--- src/rtl/mx_block_align.sv ---
// Block aligner ahead of the MX rounder: collects a block of FP elements, finds the
// shared (maximum) exponent, then streams each mantissa right-aligned with a sticky bit.
module mx_block_align #(
    parameter int exp_w      = 8,
    parameter int man_w      = 23,
    parameter int block_size = 32,
    parameter int width_o    = 10
) (
    input  logic               i_clk,
    input  logic               i_rst,
    input  logic               i_valid,
    output logic               o_ready,
    input  logic               i_sgn,
    input  logic [exp_w-1:0]   i_exp,
    input  logic [man_w-1:0]   i_man,
    output logic               o_valid,
    input  logic               i_ready,
    output logic               o_sgn,
    output logic [exp_w-1:0]   o_exp,
    output logic [width_o-1:0] o_man,
    output logic               o_last,
    output logic               o_nan
);

    localparam int FW    = man_w + 1;
    localparam int TW    = width_o - 1;
    localparam int DROP  = FW - TW;
    localparam int IDX_W = (block_size > 1) ? $clog2(block_size) : 1;
    localparam int SH_W  = $clog2(FW + 1) + 1;
    localparam logic [IDX_W-1:0] LAST_IDX = IDX_W'(block_size - 1);

    typedef enum logic {
        COLLECT,
        EMIT
    } state_t;

    state_t               state_q, state_d;
    logic [IDX_W-1:0]     idx_q, idx_d;
    logic                 ready_q, ready_d;
    logic [exp_w-1:0]     blk_max_q, blk_max_d;
    logic                 blk_nan_q, blk_nan_d;
    logic                 out_valid_q, out_valid_d;
    logic                 out_sgn_q, out_sgn_d;
    logic [exp_w-1:0]     out_exp_q, out_exp_d;
    logic [width_o-1:0]   out_man_q, out_man_d;
    logic                 out_last_q, out_last_d;
    logic                 out_nan_q, out_nan_d;

    logic                 buf_sgn_q [block_size];
    logic [exp_w-1:0]     buf_exp_q [block_size];
    logic [man_w-1:0]     buf_man_q [block_size];

    logic                 accept;
    logic [exp_w-1:0]     in_eff_exp;
    logic                 in_is_nan;

    logic [exp_w-1:0]     rd_exp;
    logic [exp_w-1:0]     rd_eff_exp;
    logic [exp_w-1:0]     rd_diff;
    logic [FW-1:0]        rd_f;
    logic [SH_W-1:0]      rd_sh;
    logic [SH_W-1:0]      rd_tot;
    logic [TW-1:0]        rd_t;
    logic [FW-1:0]        rd_low_mask;
    logic                 rd_sticky;
    logic [width_o-1:0]   rd_aligned;

    assign accept     = i_valid && ready_q;
    assign in_eff_exp = (i_exp == '0) ? exp_w'(1) : i_exp;
    assign in_is_nan  = (i_exp == {exp_w{1'b1}});

    always_ff @(posedge i_clk) begin
        if (accept) begin
            buf_sgn_q[idx_q] <= i_sgn;
            buf_exp_q[idx_q] <= i_exp;
            buf_man_q[idx_q] <= i_man;
        end
    end

    // The shift saturates at TW so exponent gaps wider than the output never wrap.
    always_comb begin
        rd_exp      = buf_exp_q[idx_q];
        rd_eff_exp  = (rd_exp == '0) ? exp_w'(1) : rd_exp;
        rd_diff     = blk_max_q - rd_eff_exp;
        rd_f        = {(rd_exp != '0), buf_man_q[idx_q]};
        rd_sh       = (32'(rd_diff) >= 32'(TW)) ? SH_W'(TW) : SH_W'(rd_diff);
        rd_tot      = SH_W'(DROP) + rd_sh;
        rd_t        = TW'(rd_f >> rd_tot);
        rd_low_mask = ~({FW{1'b1}} << rd_tot);
        rd_sticky   = |(rd_f & rd_low_mask);
        rd_aligned  = {rd_t, rd_sticky};
    end

    always_comb begin
        state_d     = state_q;
        idx_d       = idx_q;
        blk_max_d   = blk_max_q;
        blk_nan_d   = blk_nan_q;
        out_valid_d = out_valid_q;
        out_sgn_d   = out_sgn_q;
        out_exp_d   = out_exp_q;
        out_man_d   = out_man_q;
        out_last_d  = out_last_q;
        out_nan_d   = out_nan_q;

        case (state_q)
            COLLECT: begin
                if (accept) begin
                    if (idx_q == '0) begin
                        blk_max_d = in_eff_exp;
                        blk_nan_d = in_is_nan;
                    end else begin
                        blk_max_d = (in_eff_exp > blk_max_q) ? in_eff_exp : blk_max_q;
                        blk_nan_d = blk_nan_q | in_is_nan;
                    end
                    if (idx_q == LAST_IDX) begin
                        idx_d   = '0;
                        state_d = EMIT;
                    end else begin
                        idx_d = idx_q + 1'b1;
                    end
                end
            end
            EMIT: begin
                // Once the last element sits in the output register, only its handshake matters.
                if (out_valid_q && out_last_q) begin
                    if (i_ready) begin
                        out_valid_d = 1'b0;
                        out_last_d  = 1'b0;
                        state_d     = COLLECT;
                    end
                end else if (!out_valid_q || i_ready) begin
                    out_valid_d = 1'b1;
                    out_sgn_d   = buf_sgn_q[idx_q];
                    out_exp_d   = blk_max_q;
                    out_man_d   = rd_aligned;
                    out_nan_d   = blk_nan_q;
                    out_last_d  = (idx_q == LAST_IDX);
                    idx_d       = (idx_q == LAST_IDX) ? '0 : idx_q + 1'b1;
                end
            end
            default: state_d = COLLECT;
        endcase

        ready_d = (state_d == COLLECT);
    end

    always_ff @(posedge i_clk or posedge i_rst) begin
        if (i_rst) begin
            state_q     <= COLLECT;
            idx_q       <= '0;
            ready_q     <= 1'b0;
            blk_max_q   <= '0;
            blk_nan_q   <= 1'b0;
            out_valid_q <= 1'b0;
            out_sgn_q   <= 1'b0;
            out_exp_q   <= '0;
            out_man_q   <= '0;
            out_last_q  <= 1'b0;
            out_nan_q   <= 1'b0;
        end else begin
            state_q     <= state_d;
            idx_q       <= idx_d;
            ready_q     <= ready_d;
            blk_max_q   <= blk_max_d;
            blk_nan_q   <= blk_nan_d;
            out_valid_q <= out_valid_d;
            out_sgn_q   <= out_sgn_d;
            out_exp_q   <= out_exp_d;
            out_man_q   <= out_man_d;
            out_last_q  <= out_last_d;
            out_nan_q   <= out_nan_d;
        end
    end

    assign o_ready = ready_q;
    assign o_valid = out_valid_q;
    assign o_sgn   = out_sgn_q;
    assign o_exp   = out_exp_q;
    assign o_man   = out_man_q;
    assign o_last  = out_last_q;
    assign o_nan   = out_nan_q;

endmodule
--- config.mk ---
export PLATFORM = sky130hd
export DESIGN_NAME = mx_block_align
export DESIGN_NICKNAME = d
export VERILOG_FILES = /design/src/rtl/mx_block_align.sv
export SDC_FILE = /design/constraint.sdc
export NUM_CORES = 1
export LEC_CHECK = 0
export CORE_ASPECT_RATIO = 1.4
export CORE_MARGIN = 5
export CORE_UTILIZATION = 45
export DETAILED_ROUTE_END_ITERATION = 6
export DONT_BUFFER_PORTS = 1
export SYNTH_ARGS = -nofsm -noshare
export SYNTH_HDL_FRONTEND = slang
export SYNTH_SLANG_ARGS = --single-unit
--- constraint.sdc ---
create_clock -name i_clk -period 6.26 [get_ports i_clk]
set_input_delay 1.878 -clock i_clk [delete_from_list [all_inputs] [get_ports i_clk]]
set_output_delay 1.878 -clock i_clk [all_outputs]
set_load 0.03 [all_outputs]
-- Yosys cells after proc, flatten, opt, wreduce, memory -nomap -nowiden
Memory sizes are Yosys's and may differ from the RTL's. A register that Yosys moved wholly into a read port is not among the register bits.
Cells that the tools add are included.
- register bits after elaboration: 37
- RAM bits: 1024
- bits of input ports: 36
- output and inout bits: 23
- logic and storage cells: 71
- memories kept: 3
- memories (name ; depth ; bits a word ; rd ports ; clocked after memory_dff ; wr ports ; line ; text):
    buf_man_q ; 32 ; 23 ; 1 ; 0 ; 1 ; 51 ; logic [man_w-1:0] buf_man_q [block_size];
    buf_exp_q ; 32 ; 8 ; 1 ; 0 ; 1 ; 50 ; logic [exp_w-1:0] buf_exp_q [block_size];
    buf_sgn_q ; 32 ; 1 ; 1 ; 1 ; 1 ; 49 ; logic buf_sgn_q [block_size];
- $add $sub $neg: 3
- $lt $le $gt $ge: 2
- equality and inequality tests: 6
- shifts and indexed selects: 2
- muxes and demuxes: 23
- bitwise logic cells: 6
- reductions and logical operators: 16
- operators with widths (cell ; number):
    8-bit two-way mux ; 4
    24-bit bitwise AND ; 1
    24-bit inverter ; 1
    24-bit OR reduction ; 1
    24-bit by 6-bit << shifter with 24-bit output, first input constant ; 1
    24-bit by 6-bit >> shifter with 9-bit output ; 1
    5-bit two-way mux ; 4
    8-bit logical NOT ; 2
    1-bit two-way mux ; 12
    3-bit AND reduction ; 4
    5-bit case mux with 2 select lines ; 1
    8-bit == test, second input constant ; 1
    8-bit by 4-bit >= comparator with 1-bit output, second input constant ; 1
    8-bit > comparator ; 1
    8-bit nonzero test ; 1
    8-bit subtractor ; 1
    4-bit by 6-bit adder with 6-bit output, first input constant ; 1
    6-bit two-way mux ; 1
    2-bit != test, second input constant ; 3
    5-bit by 1-bit adder with 5-bit output, second input constant ; 1
    5-bit == test, second input constant ; 1
    5-bit logical NOT ; 1
    2-bit nonzero test ; 2
    1-bit inverter ; 3
    7 further kinds ; 8

-- Logic depth before layout (Yosys ltp)
Gate-level depths: netlist of run 1.
An unclocked memory read counts as a cell.
- depth in word-level cells: 11
- gate-level depth with buffers: 32
- mapped depth without buffers: 26

-- Worst setup path after synthesis of run 1
Ideal clock, no wire load.
- path type: reg2reg
- start point: reg idx_q[1]
- end point: reg out_man_q[8], in the netlist o_man[8]
- setup time: 0.122 ns
- arrival time: 6.523 ns
- required time: 6.138 ns
- path slack: -0.385 ns
- stages on the path, launching flop included: 25
- buffers on the path: 5
- clock period less this slack: 6.645 ns
- cells stage by stage: dfrtp_1 -> buf_2 -> buf_4 -> buf_2 -> mux2_2 -> a222oi_1 -> nand4_1 -> nor4_1 -> nand4b_1 -> nand2b_1 -> ha_1 -> nor2b_1 -> o21a_1 -> o31a_1 -> o41ai_1 -> xnor3_1 -> or3_1 -> ha_1 -> inv_1 -> clkbuf_1 -> buf_1 -> mux4_2 -> nor2_1 -> o211ai_1 -> a32o_1
- longest elaborated chain between the ends: 8
- elaborated cells between the ends (all ways): 10
- classes of those cells: add/sub: 2; order compare: 1; shift: 1; mux: 2; reduce/logical: 2; memory: 2
- ends and longest elaborated chain (what ; line ; text):
    start: declaration ; 38 ; logic [IDX_W-1:0] idx_q, idx_d;
    start signal: assignment ; 163 ; idx_q <= idx_d;
    memory 32 x 8 bit ; -- ;
    8-bit logical NOT ; 83 ; rd_eff_exp = (rd_exp == '0) ? exp_w'(1) : rd_exp;
    8-bit two-way mux ; 83 ;
    8-bit subtractor ; 84 ; rd_diff = blk_max_q - rd_eff_exp;
    8-bit by 4-bit >= comparator with 1-bit output ; 86 ; rd_sh = (32'(rd_diff) >= 32'(TW)) ? SH_W'(TW) : SH_W'(rd_diff);
    6-bit two-way mux ; 86 ;
    4-bit by 6-bit adder with 6-bit output ; 87 ; rd_tot = SH_W'(DROP) + rd_sh;
    24-bit by 6-bit >> shifter with 9-bit output * ; 88 ; rd_t = TW'(rd_f >> rd_tot);
    end signal: assignment ; 170 ; out_man_q <= out_man_d;
    end: declaration ; 45 ; logic [width_o-1:0] out_man_q, out_man_d;
Mark *: on every way between the ends. The rest lies on a longest branch, timed or not.
A chain may end at the register's enable or synchronous reset.

-- Worst setup path in the final report of run 1
- start point: reg idx_q[1]
- end point: reg out_man_q[2], in the netlist o_man[2]
Same word-level chain as after synthesis.

==> summary by stage, run 1 <==
Yosys
The distinct cell type count after synthesis is 82. The share of flip-flops with an asynchronous set or reset is 0.0358. In this run, synthesis inferred between 1,000 and 1,500 flip-flops with an integrated enable.

Counting every net in the synthesized netlist gives about 2,200. For this run, the leading register cell type out of synthesis is edfxtp_1. The number of synthesized register bits is 1,062.

The mean instance size in the synthesized netlist is 19.9 um2. The sequential cell area fraction in the yosys report is 0.746. The Yosys warning count is 0. The cell count after synthesis is 2,134. The cell area that synthesis handed to floorplanning was 42,500 um2.

Global routing
The number of antenna violations at the first check in global routing came to 0. The global-route wire length before repair is approximately 170,000 um. In the global route stage, overall resource usage came out at 0.233. The via count of the first global-routing pass is between 20,000 and 25,000. The largest net degree at the start of global routing is 58. The aggregate global routing overflow is 0.

Detailed routing
The total length of routed met3 wires is 7420 um. After detailed routing, the average wire length per cell comes to 33.2 um. In this run the remaining antenna-violating nets after routing total 0. The wire length on met1 is between 40,000 and 50,000 um. The number of design-rule violations left by the first detailed-router iteration is 2,403. The number of iterations in the first detailed-routing pass is 5. The final layout contains routed wiring with a total length of 118,000 um. The total length of routed met2 wires is 61,200 um.

The via-per-instance ratio is between 6 and 7. In the routed design, unresolved DRC markers number 0. The topmost layer with routed signal wires is met4. The routed layout has 22,500 vias.

STA
The worst slew slack as a fraction of its limit is 0.224. The transition time of the tightest slew-check pin is 1.16 ns. The count of endpoints failing hold in the final timing report is 0. The number of endpoints failing setup at the final stage is 0. The post-route clock period utilization is 0.957. The clock period minus final worst setup slack is 5.99 ns. The clock arrives with 0.0340 ns of skew. The final number of max-transition violations is 0. Derived from the worst setup path, the maximum achievable clock frequency is 167 MHz. Once routing completed, OpenROAD measured the worst setup slack at 0.271 ns.

Worst setup path
By startpoint and endpoint, the worst setup path is classified as flip-flop to flip-flop. The delay contributed by the slowest stage of the critical path is between 0.5 and 0.6 ns. The endpoint class of the critical path is a flip-flop. The largest individual stage delay along the critical path comes from the cell dfrtp_4.

The top fanout value on the critical path is 15. The critical path arrival is 6.53 ns. Together, buffers and inverters on the worst path number 7. Among cell families on the critical path, the largest total delay comes from simple AND/OR/NAND/NOR gates.

The kind of launch point of the worst setup path is a flip-flop. Data on the critical path is required at its endpoint by 6.80 ns.

Pwr
Power spread over the standard cell area amounts to 479 nW/um2. The static leakage is 15.3 nW. IR analysis of the VDD net gives a maximum drop of approximately 0.50 mV. The final total power is approximately 23 mW.

Clock network
The H-tree generated during clock tree synthesis spans 3 levels. The clock tree root buffer cell is clkbuf_16. Clock latency on the worst-skew pair, taken at its later pin, is 0.70 ns. The TritonCTS sink count is 1,062. No sink is reached through more buffers than the 3 on the longest clock path. The number of hold buffers added after CTS was 0.

The number of clock buffers added by TritonCTS is 99. The clock transition at the registers of the reported paths is about 0.060 ns. TritonCTS built the clock tree.

Die
The initial utilization of the core area, before any placement, comes to 0.453. The boundary pin count is 59. After floorplanning, the core was divided into 133 placement rows.

After floorplanning, the core was sized to cover ~94,000 um2. The die covers 101,000 um2. The vertical die dimension is 374 um. The width of the die is 270 um.

Place
The final HPWL from detailed placement is 70,200 um. The pre-CTS setup slack is -0.0669 ns. The count of buffers from port buffering is 0. Routability-driven placement finished with a final weighted congestion of approximately 0.9.

Run
The max-cap check violation count is 0.

Status
The flow ran to the end, and the final reports show no timing, DRC or antenna violations.

Layout
In the layout the commonest cells are 1,024 x edfxtp_1, 225 x mux4_2, 123 x buf_4. The fraction of the core area covered by cells at the end of the flow is 0.515. The ratio of cells with drive above 1 in the final layout is 0.257. Leaving out fill and tap cells, the most frequent cell in the layout is edfxtp_1. Relative to the synthesized area, the layout overhead comes to 13.8%. After the last flow step, the layout net total stands at 2,322. 0 antenna diodes ended up in the layout.

Worst hold path
The min-delay analysis places its worst path in the category flip-flop to flip-flop.
report_power, final:
part,internal [mW],total [mW],switching [mW]
registers,8.27,8.54,0.269
logic,3.60,8.65,5.05
clock network,3.36,5.98,2.62
total,15.2,23.2,7.94
worst min-delay path, delay by kind of cell, from the launching register on:
kind             cells  cell delay [ns]
DFF                  1             0.37
and+or+nand+nor      2             0.12
synthesized netlist by cell type, types with 18 or more instances:
cell	count	area, um2
mux4_2	225	5070
nor2_1	78	293
mux2i_1	85	851
nand2_1	60	225
o22ai_1	18	113
a22oi_1	91	683
a21oi_1	19	95.1
ha_1	24	300
edfxtp_1	1024	30700
inv_1	33	124
dfrtp_1	38	951
clkbuf_1	47	176
buf_2	54	270
o21ai_0	40	200
layer usage:
layer,vias up,global-route usage
met4,0,0.0894
met1,12200,0.296
li1,9197,-
met5,-,0
met3,245,0.0373
met2,907,0.407
final cells by class:
cell class	instances	area [um2]
fillers	7420	45500
inverters	35	138
clock inverters	60	627
well taps	1215	1520
repair buffers	144	1340
clock buffers	122	2570
multi-input cells	919	10400
flip-flops and latches	1062	31700
path summary, 6_finish.rpt:
check | start | slack [ns] | end | cells past startpoint
hold reg to reg | blk_nan_q | 0.52 | o_nan | 2
setup / recovery | idx_q[1] | 0.27 | o_man[2] | 27
min in group asynchronous | i_rst | 1.20 | o_man[8] | 2
hold / removal | blk_nan_q | 0.52 | o_nan | 2
setup reg to reg | idx_q[1] | 0.27 | o_man[2] | 27
max in group asynchronous | i_rst | 4.58 | idx_q[1] | 2
flip-flops by register name (all words and copies together), names as in the netlist:
| name | cells |
|---|---|
| blk_max_q | 8 |
| blk_nan_q | 1 |
| buf_exp_q | 256 |
| buf_man_q | 736 |
| buf_sgn_q | 32 |
| idx_q | 5 |
| o_exp | 8 |
| o_last | 1 |
| o_man | 10 |
| o_nan | 1 |
| o_ready | 1 |
| o_sgn | 1 |
| o_valid | 1 |
| state_q | 1 |
repair_timing:
item	CTS	global route
setup endpoints to repair	9	10
pin swaps	1	6
setup buffers	0	8
gates resized for setup	2	16
endpoints found under the hold margin	0	0
through the flow:
stage	hold slack [ns]	TNS (ns)	area, um2	std cells
after floorplan	0.439	0	42500	2134
after global placement	0.487	0	45000	3367
after detailed placement	0.498	-0.199	45000	3367
after CTS	0.510	0	48200	3549
after global routing	0.540	-0.0525	48300	3557
final	0.521	0	48300	3557
logic make-up (layout without fill, tap and decap cells):
family | count (synthesis) | count (layout) | synth area share
AO/OA/AOI/OAI | 284 | 284 | 0.0487
buffers and inverters | 153 | 361 | 0.0166
adder cells (fa/ha/maj) | 25 | 25 | 0.00754
XOR/XNOR | 5 | 5 | 0.00168
multiplexers | 332 | 332 | 0.146
flip-flops | 1062 | 1062 | 0.746
AND/OR/NAND/NOR | 273 | 273 | 0.0336
No activity file was read; power rests on OpenSTA's default activity.
==> inputs of run 2 (changes only) <==
Settings changed: CORE_UTILIZATION 45 to 57, PLACE_DENSITY from default to 0.75.
==> summary by stage, run 2 (synthesis results as in run 1) <==
Place
Detailed placement finished with a half-perimeter wire length of 68,400 um. Summing all placed instances gives a cell area of 44,700 um2. In this run the tool buffered the top-level ports with 0 buffer cells. The global placement routability congestion is 0.924.

Layout
buf_man_q holds more flip-flops than any other register. The flip-flop and latch area is 31,700 um2. The largest registers in the layout are buf_man_q: 736 flops, buf_exp_q: 256 flops, buf_sgn_q: 32 flops. Fill cells in the final layout number 4,684. The footprint of the multi-input gates is 10,600 um2. The repair_antennas step left the layout with diodes totalling 0. After the last flow step, the layout net total stands at 2,353. The most common cell after layout, fill and taps aside is edfxtp_1. In the final layout, the share of cells above drive strength 1 is 0.273. The fraction of the core area covered by cells at the end of the flow is 0.651. The final design area excluding fillers is 48,200 um2. The area growth from synthesis to layout is 13.4%. Leaving out fill and tap cells, the most frequent cells in the layout are 1,024 x edfxtp_1, 225 x mux4_2, 162 x buf_4.

The flip-flop count of the largest register after layout is 736.

Worst setup path
The buffer and inverter count on the worst path is 5. The worst setup path is launched from a flip-flop. The endpoint of the most critical register-to-register path is o_man[5]. The largest individual stage delay along the critical path comes from the cell dfrtp_4. The data required time of the critical path is around 7 ns. The critical path start-end classification is flip-flop to flip-flop. In this run the critical register-to-register path is launched from idx_q[1]. Among cell families on the critical path, the largest total delay comes from simple AND/OR/NAND/NOR gates. The endpoint class of the critical path is a flip-flop. The cell repeated most along the worst path is buf_6. In this run the worst path has a maximum fanout of 7. For this run, the slowest stage of the critical path takes 0.55 ns. Data on the critical path arrives at its endpoint at 6.72 ns. The reg-to-reg setup timing slack is around 0.15 ns. The number of cells on the worst reg-to-reg path is 25.

Pwr
The design draws between 20 and 25 mW. The static leakage is 15.4 nW. In this run the power density over the cells is 486 nW/um2.

The worst supply voltage drop on vdd is 0.350 mV.

Clock network
In this run the clock root is driven by a clkbuf_16. Clock tree synthesis inserted a total of 95 buffers. In this run, post-CTS hold repair placed 0 buffers. The clock transition at the registers of the reported paths is 0.07 ns. TritonCTS built the clock tree. The H-tree was split into 3 levels. The clock insertion delay at the later pin of the skew report is 0.67 ns. The clock passes through at most 3 buffers. The TritonCTS sink count is 1,062.

Die
The area of the die is 80,200 um2. In this run the horizontal extent of the chip is about 240 um. The floorplan step defined a core boundary enclosing 74,000 um2.

For this configuration, the core starts out at a cell density of 0.574. The vertical die dimension is approximately 330 um. The floorplan has approximately 120 rows. 59 I/O pins were placed.

Global routing
The first global-routing pass estimated ~160,000 um of wire. The total routing resource utilization after global routing is 0.285. The number of antenna violations at the first check in global routing was 2.

The aggregate global routing overflow is 0. Entering global routing, the biggest net connects 72 pins. The via count of the first global-routing pass is around 23,000.

Detailed routing
The number of design-rule violations left by the first detailed-router iteration is 3,018. The first detailed-routing pass ran for 5 iterations. The wire length per cell after detailed routing is 34.1 um. Once detail routing completed, the nets flagged for antenna violations numbered 0. In the routed layout, each cell is associated on average with a via count of 6.87. The overall routed net length is 114,000 um.

The vias after detailed routing is between 20,000 and 25,000. For this run, design rule violations remaining after detail routing come to 0.

Worst hold path
The path with the worst hold slack has its endpoint at o_nan. The hold-critical path depth is 2. The startpoint of the lowest-slack hold path is blk_nan_q.

The type of the worst min-delay path is flip-flop to flip-flop.

STA
The worst slew slack as a fraction of its limit is 0.277. The post-route clock period utilization is 0.977. The clock period minus final worst setup slack is 6.11 ns. The worst clock skew on the final layout is 0.0248 ns. The final number of max-transition violations is 0. At the pin with the least slew margin, the transition time is 1.08 ns. Adding up every negative setup slack in the final design gives 0 ns. Derived from the worst setup path, the maximum achievable clock frequency is about 160 MHz.

The count of endpoints failing hold in the final timing report is 0. Setup repair after global routing could not meet its margin everywhere. Setup violations remaining at the end of the flow were counted as 0.

Status
The run finished with clean final reports.

Run
The max-cap check violation count is 0.
[run 2: changes by cell type in the layout (fill, tap and decap cells not counted), moves of 3 or more]
cell / previous run / this run
nand2_1: 60 / 57
buf_6: 0 / 7
buf_12: 21 / 10
ha_1: 24 / 20
clkbuf_1: 22 / 25
clkinv_2: 21 / 16
ha_4: 0 / 3
buf_4: 123 / 162
nor2_2: 0 / 3
clkinv_1: 17 / 22
[run 2: metal layers]
| metal | routed length, um | up-vias | global-route usage |
|---|---|---|---|
| met4 | 5840 | 2 | 0.119 |
| met1 | 39700 | 11900 | 0.374 |
| li1 | - | 9234 | - |
| met3 | 10600 | 309 | 0.0511 |
| met2 | 57600 | 1421 | 0.476 |
| met5 | 13 | - | 0 |
[run 2: where the power goes]
part	internal, mW	switching, mW	leakage [nW]
Combinational	3.86	5.21	4.22
Clock	3.20	2.59	1.49
Sequential	8.27	0.275	9.71
[run 2: cell type report]
| class | count | area share |
|---|---|---|
| clock buffer | 122 | 0.0523 |
| clock inverter | 56 | 0.0113 |
| inverter | 35 | 0.00299 |
| multi-input combinational | 919 | 0.219 |
| sequential | 1062 | 0.658 |
| tap | 960 | 0.0249 |
| timing repair buffer | 179 | 0.0310 |
[run 2: metrics by stage]
| step | hold slack, ns | setup slack (ns) | cells |
|---|---|---|---|
| 2_1_floorplan | 0.439 | 0.119 | 2134 |
| 3_3_place_gp | 0.488 | -0.118 | 3141 |
| 3_5_place_dp | 0.504 | -0.181 | 3141 |
| 4_1_cts | 0.513 | 0.0253 | 3326 |
| 5_1_grt | 0.559 | -0.110 | 3333 |
| 6_report | 0.510 | 0.147 | 3333 |
[run 2: timing repair]
item | 4_1_cts | 5_1_grt
pin swaps | 2 | 26
gates resized for setup | 2 | 57
endpoints found under the setup margin | 10 | 10
buffers inserted | 7 | 8
[run 2: worst max path at each step]
stage                        start       end  slack, ns  depth (start not counted)
final                     idx_q[1]  o_man[5]       0.15                         25
after global routing      idx_q[1]  o_man[0]      -0.11                         27
after CTS                 idx_q[1]  o_man[5]       0.03                         24
after detailed placement  idx_q[1]  o_man[5]      -0.18                         23
after global placement    idx_q[1]  o_man[0]      -0.12                         27
after floorplan           idx_q[1]  o_man[8]       0.12                         24
[run 2: worst reg2reg max path: cells and delay by family (launching register included)]
| kind | cells | cell delay [ns] |
|---|---|---|
| fa+ha+maj | 3 | 0.68 |
| simple gates | 8 | 1.83 |
| flops | 1 | 0.55 |
| compound gates | 7 | 1.67 |
| mux | 2 | 0.69 |
| buf+inv | 5 | 0.65 |
==> inputs of run 3 (changes only) <==
Settings changed: CAP_MARGIN from default to 40, CORE_MARGIN 5 to 2.
==> summary by stage, run 3 (synthesis results as in run 1) <==
Layout
The final cell count without fillers is 3,337. Compared with the post-synthesis result, the final layout area differs by 13.7%. Ranked by flip-flop count, first place goes to buf_man_q. The final design area excluding fillers is between 40,000 and 50,000 um2. The top cell types in the final layout, fill and taps aside, are 1,024 x edfxtp_1, 225 x mux4_2, 162 x buf_4. The register with the most flip-flops in the layout has 736 of them. Of the cells placed in the final design, the portion with a size suffix greater than 1 is 0.269. The largest registers in the layout are buf_man_q: 736 flops, buf_exp_q: 256 flops, buf_sgn_q: 32 flops. For this run, the post-layout net count is 2,361. 0 antenna diodes ended up in the layout.

Leaving out fill and tap cells, the most frequent cell in the layout is edfxtp_1.

Clock network
For this design, the sink count on the clock tree is 1,062. The clock tree root buffer cell is clkbuf_16. The clock transition at the registers of the reported paths is 0.07 ns. The maximum clock insertion buffer count is 3. The number of CTS-inserted buffers is 95. TritonCTS built the clock tree. The maximum level of the CTS H-tree is 3. At the later pin of the worst-skew pair, clock insertion delay measures 0.68 ns.

Worst setup path
On the worst path, the slowest cell contributes a delay of 0.52 ns. STA puts the critical path data required time at 6.83 ns. The critical path arrival is 6.53 ns. The top fanout value on the critical path is 33. The most numerous cell type found on the critical path is buf_4.

The endpoint class of the critical path is a flip-flop. The timing startpoint of the critical path is idx_q[0]. The critical path start-end classification is flip-flop to flip-flop. The kind of launch point of the worst setup path is a flip-flop. The standard cell with the maximum stage delay on the critical path is dfrtp_4. The beginning of the worst register-to-register path is idx_q[0].

Detailed routing
In the final routed layout, each cell accounts on average for roughly 34 um. The number of nets with antenna violations after detailed routing is 0. The first routing iteration left 3,189 violations. After detailed routing, the number of remaining DRC violations is 4.

After detailed routing, no signal wire sits above met5. For this run, the detailed router's first-pass iteration total came to 7. In the detailed route, the total length drawn on met3 is approximately 11,000 um.

The wire length on met1 is approximately 39,000 um. The overall routed net length is 114,000 um. After detailed routing, the met2 layer carries between 50,000 and 60,000 um of wire. Across all layers, the routed design uses around 23,000 vias. Using the TritonRoute via totals, the vias-per-cell ratio works out to 6.95.

STA
The highest attainable clock frequency is 168 MHz. The count of endpoints failing hold in the final timing report is 0. Subtracting the final worst setup slack from the clock period gives 5.96 ns. The final number of max-transition violations is 0. Setup violations remaining at the end of the flow were counted as 0. The worst-case setup margin in the final layout is approximately 0.30 ns. The worst hold margin is between 0.5 and 0.6 ns.

For the pin with the worst max-slew slack, the measured transition is 0.975 ns. Adding up every negative setup slack in the final design gives 0 ns. The worst slew slack as a fraction of its limit is 0.348.

Setup repair after global routing left no endpoint under its margin. The worst clock skew on the final layout is 0.0309 ns. Of the available clock period, the critical path in the final layout requires 0.953.

Die
The die is 235 um wide. The initial utilization of the core area, before any placement, comes to 0.575. The area of the die is ~77,000 um2. In this run the standard cell core region covers 73,800 um2. The vertical die dimension is 327 um. The floorplan has between 100 and 150 rows. The boundary pin count is 59.

Global routing
Entering global routing, the biggest net connects 93 pins. The via count of the first global-routing pass came to 23,800. After global routing the overflow that remains totals 0. The total routing resource utilization after global routing is 0.299. The number of antenna violations at the first check in global routing is 2. The first global-routing pass estimated 165,000 um of wire.

Worst hold path
The startpoint of the lowest-slack hold path is blk_nan_q. In this run the worst hold path is classified as flip-flop to flip-flop.

Place
After detailed placement, the total cell area comes to around 45,000 um2. At the end of routability-driven placement, the weighted congestion stood at 0.901. After detailed placement, the design holds a cell count of 3,156.

During placement, the flow inserted port buffers numbering 0. At the placement stage, the worst setup path has a slack of -0.154 ns. The final HPWL from detailed placement is 67,700 um.

Status
The flow ran to the end, but the final reports show violations. The final reports fail on design-rule violations.

Pwr
The worst supply voltage drop on vdd is 0.544 mV. In this run the power density over the cells is 484 nW/um2. In this run the static leakage power is 15.5 nW.

Run
Max-cap violations in this run came to 0.
[run 3: cell types whose count changed in the layout (fill, tap and decap cells not counted), moves of 4 or more]
| cell | change |
|---|---|
| buf_12 | +9 |
| clkinv_1 | +5 |
| clkinv_8 | -4 |
| buf_16 | +4 |
| clkbuf_1 | -10 |
| buf_6 | -6 |
[run 3: through the flow]
step	utilization	power, mW
2_1_floorplan	-	13.9
3_3_place_gp	0.607	17.1
3_5_place_dp	0.610	17.3
4_1_cts	0.652	23.1
5_1_grt	0.654	24.1
6_report	0.654	23.4
[run 3: critical path, delay by kind of cell, from the launching register on]
kind | cells | cell delay (ns)
compound gates | 9 | 1.67
fa+ha+maj | 3 | 0.63
buf+inv | 5 | 0.80
flops | 1 | 0.52
simple gates | 10 | 2.22
[run 3: layout make-up]
class	instances	area, um2
timing repair buffer	187	1730
sequential	1062	31700
tap	960	1200
clock buffer	113	2500
fill	4715	25500
multi-input combinational	919	10500
clock inverter	61	543
inverter	35	136
[run 3: path summary, 6_finish.rpt]
kind / to / slack [ns] / cells after the start
setup / recovery: o_man[6] / 0.30 / 27
setup reg to reg: o_man[6] / 0.30 / 27
min in group asynchronous: o_man[0] / 1.25 / 2
hold / removal: o_nan / 0.52 / 2
hold reg to reg: o_nan / 0.52 / 2
max in group asynchronous: idx_q[1] / 4.56 / 2
[run 3: where the power goes]
| group | internal, mW | switching (mW) |
|---|---|---|
| Sequential | 8.27 | 0.270 |
| Clock | 3.22 | 2.55 |
| Combinational | 3.88 | 5.17 |
| Total | 15.4 | 7.99 |
[run 3: what timing repair did]
item | CTS | global route
setup buffers | 4 | 3
gates resized for setup | 1 | 26
hold buffers | 0 | 0
setup endpoints to repair | 7 | 10
pin swaps | 0 | 5
endpoints found under the hold margin | 0 | 0
[run 3: layer usage]
| layer | vias up | global-route usage |
|---|---|---|
| met2 | 1495 | 0.503 |
| li1 | 9266 | - |
| met4 | 2 | 0.160 |
| met1 | 12000 | 0.370 |
| met3 | 396 | 0.0573 |
| met5 | - | 0 |
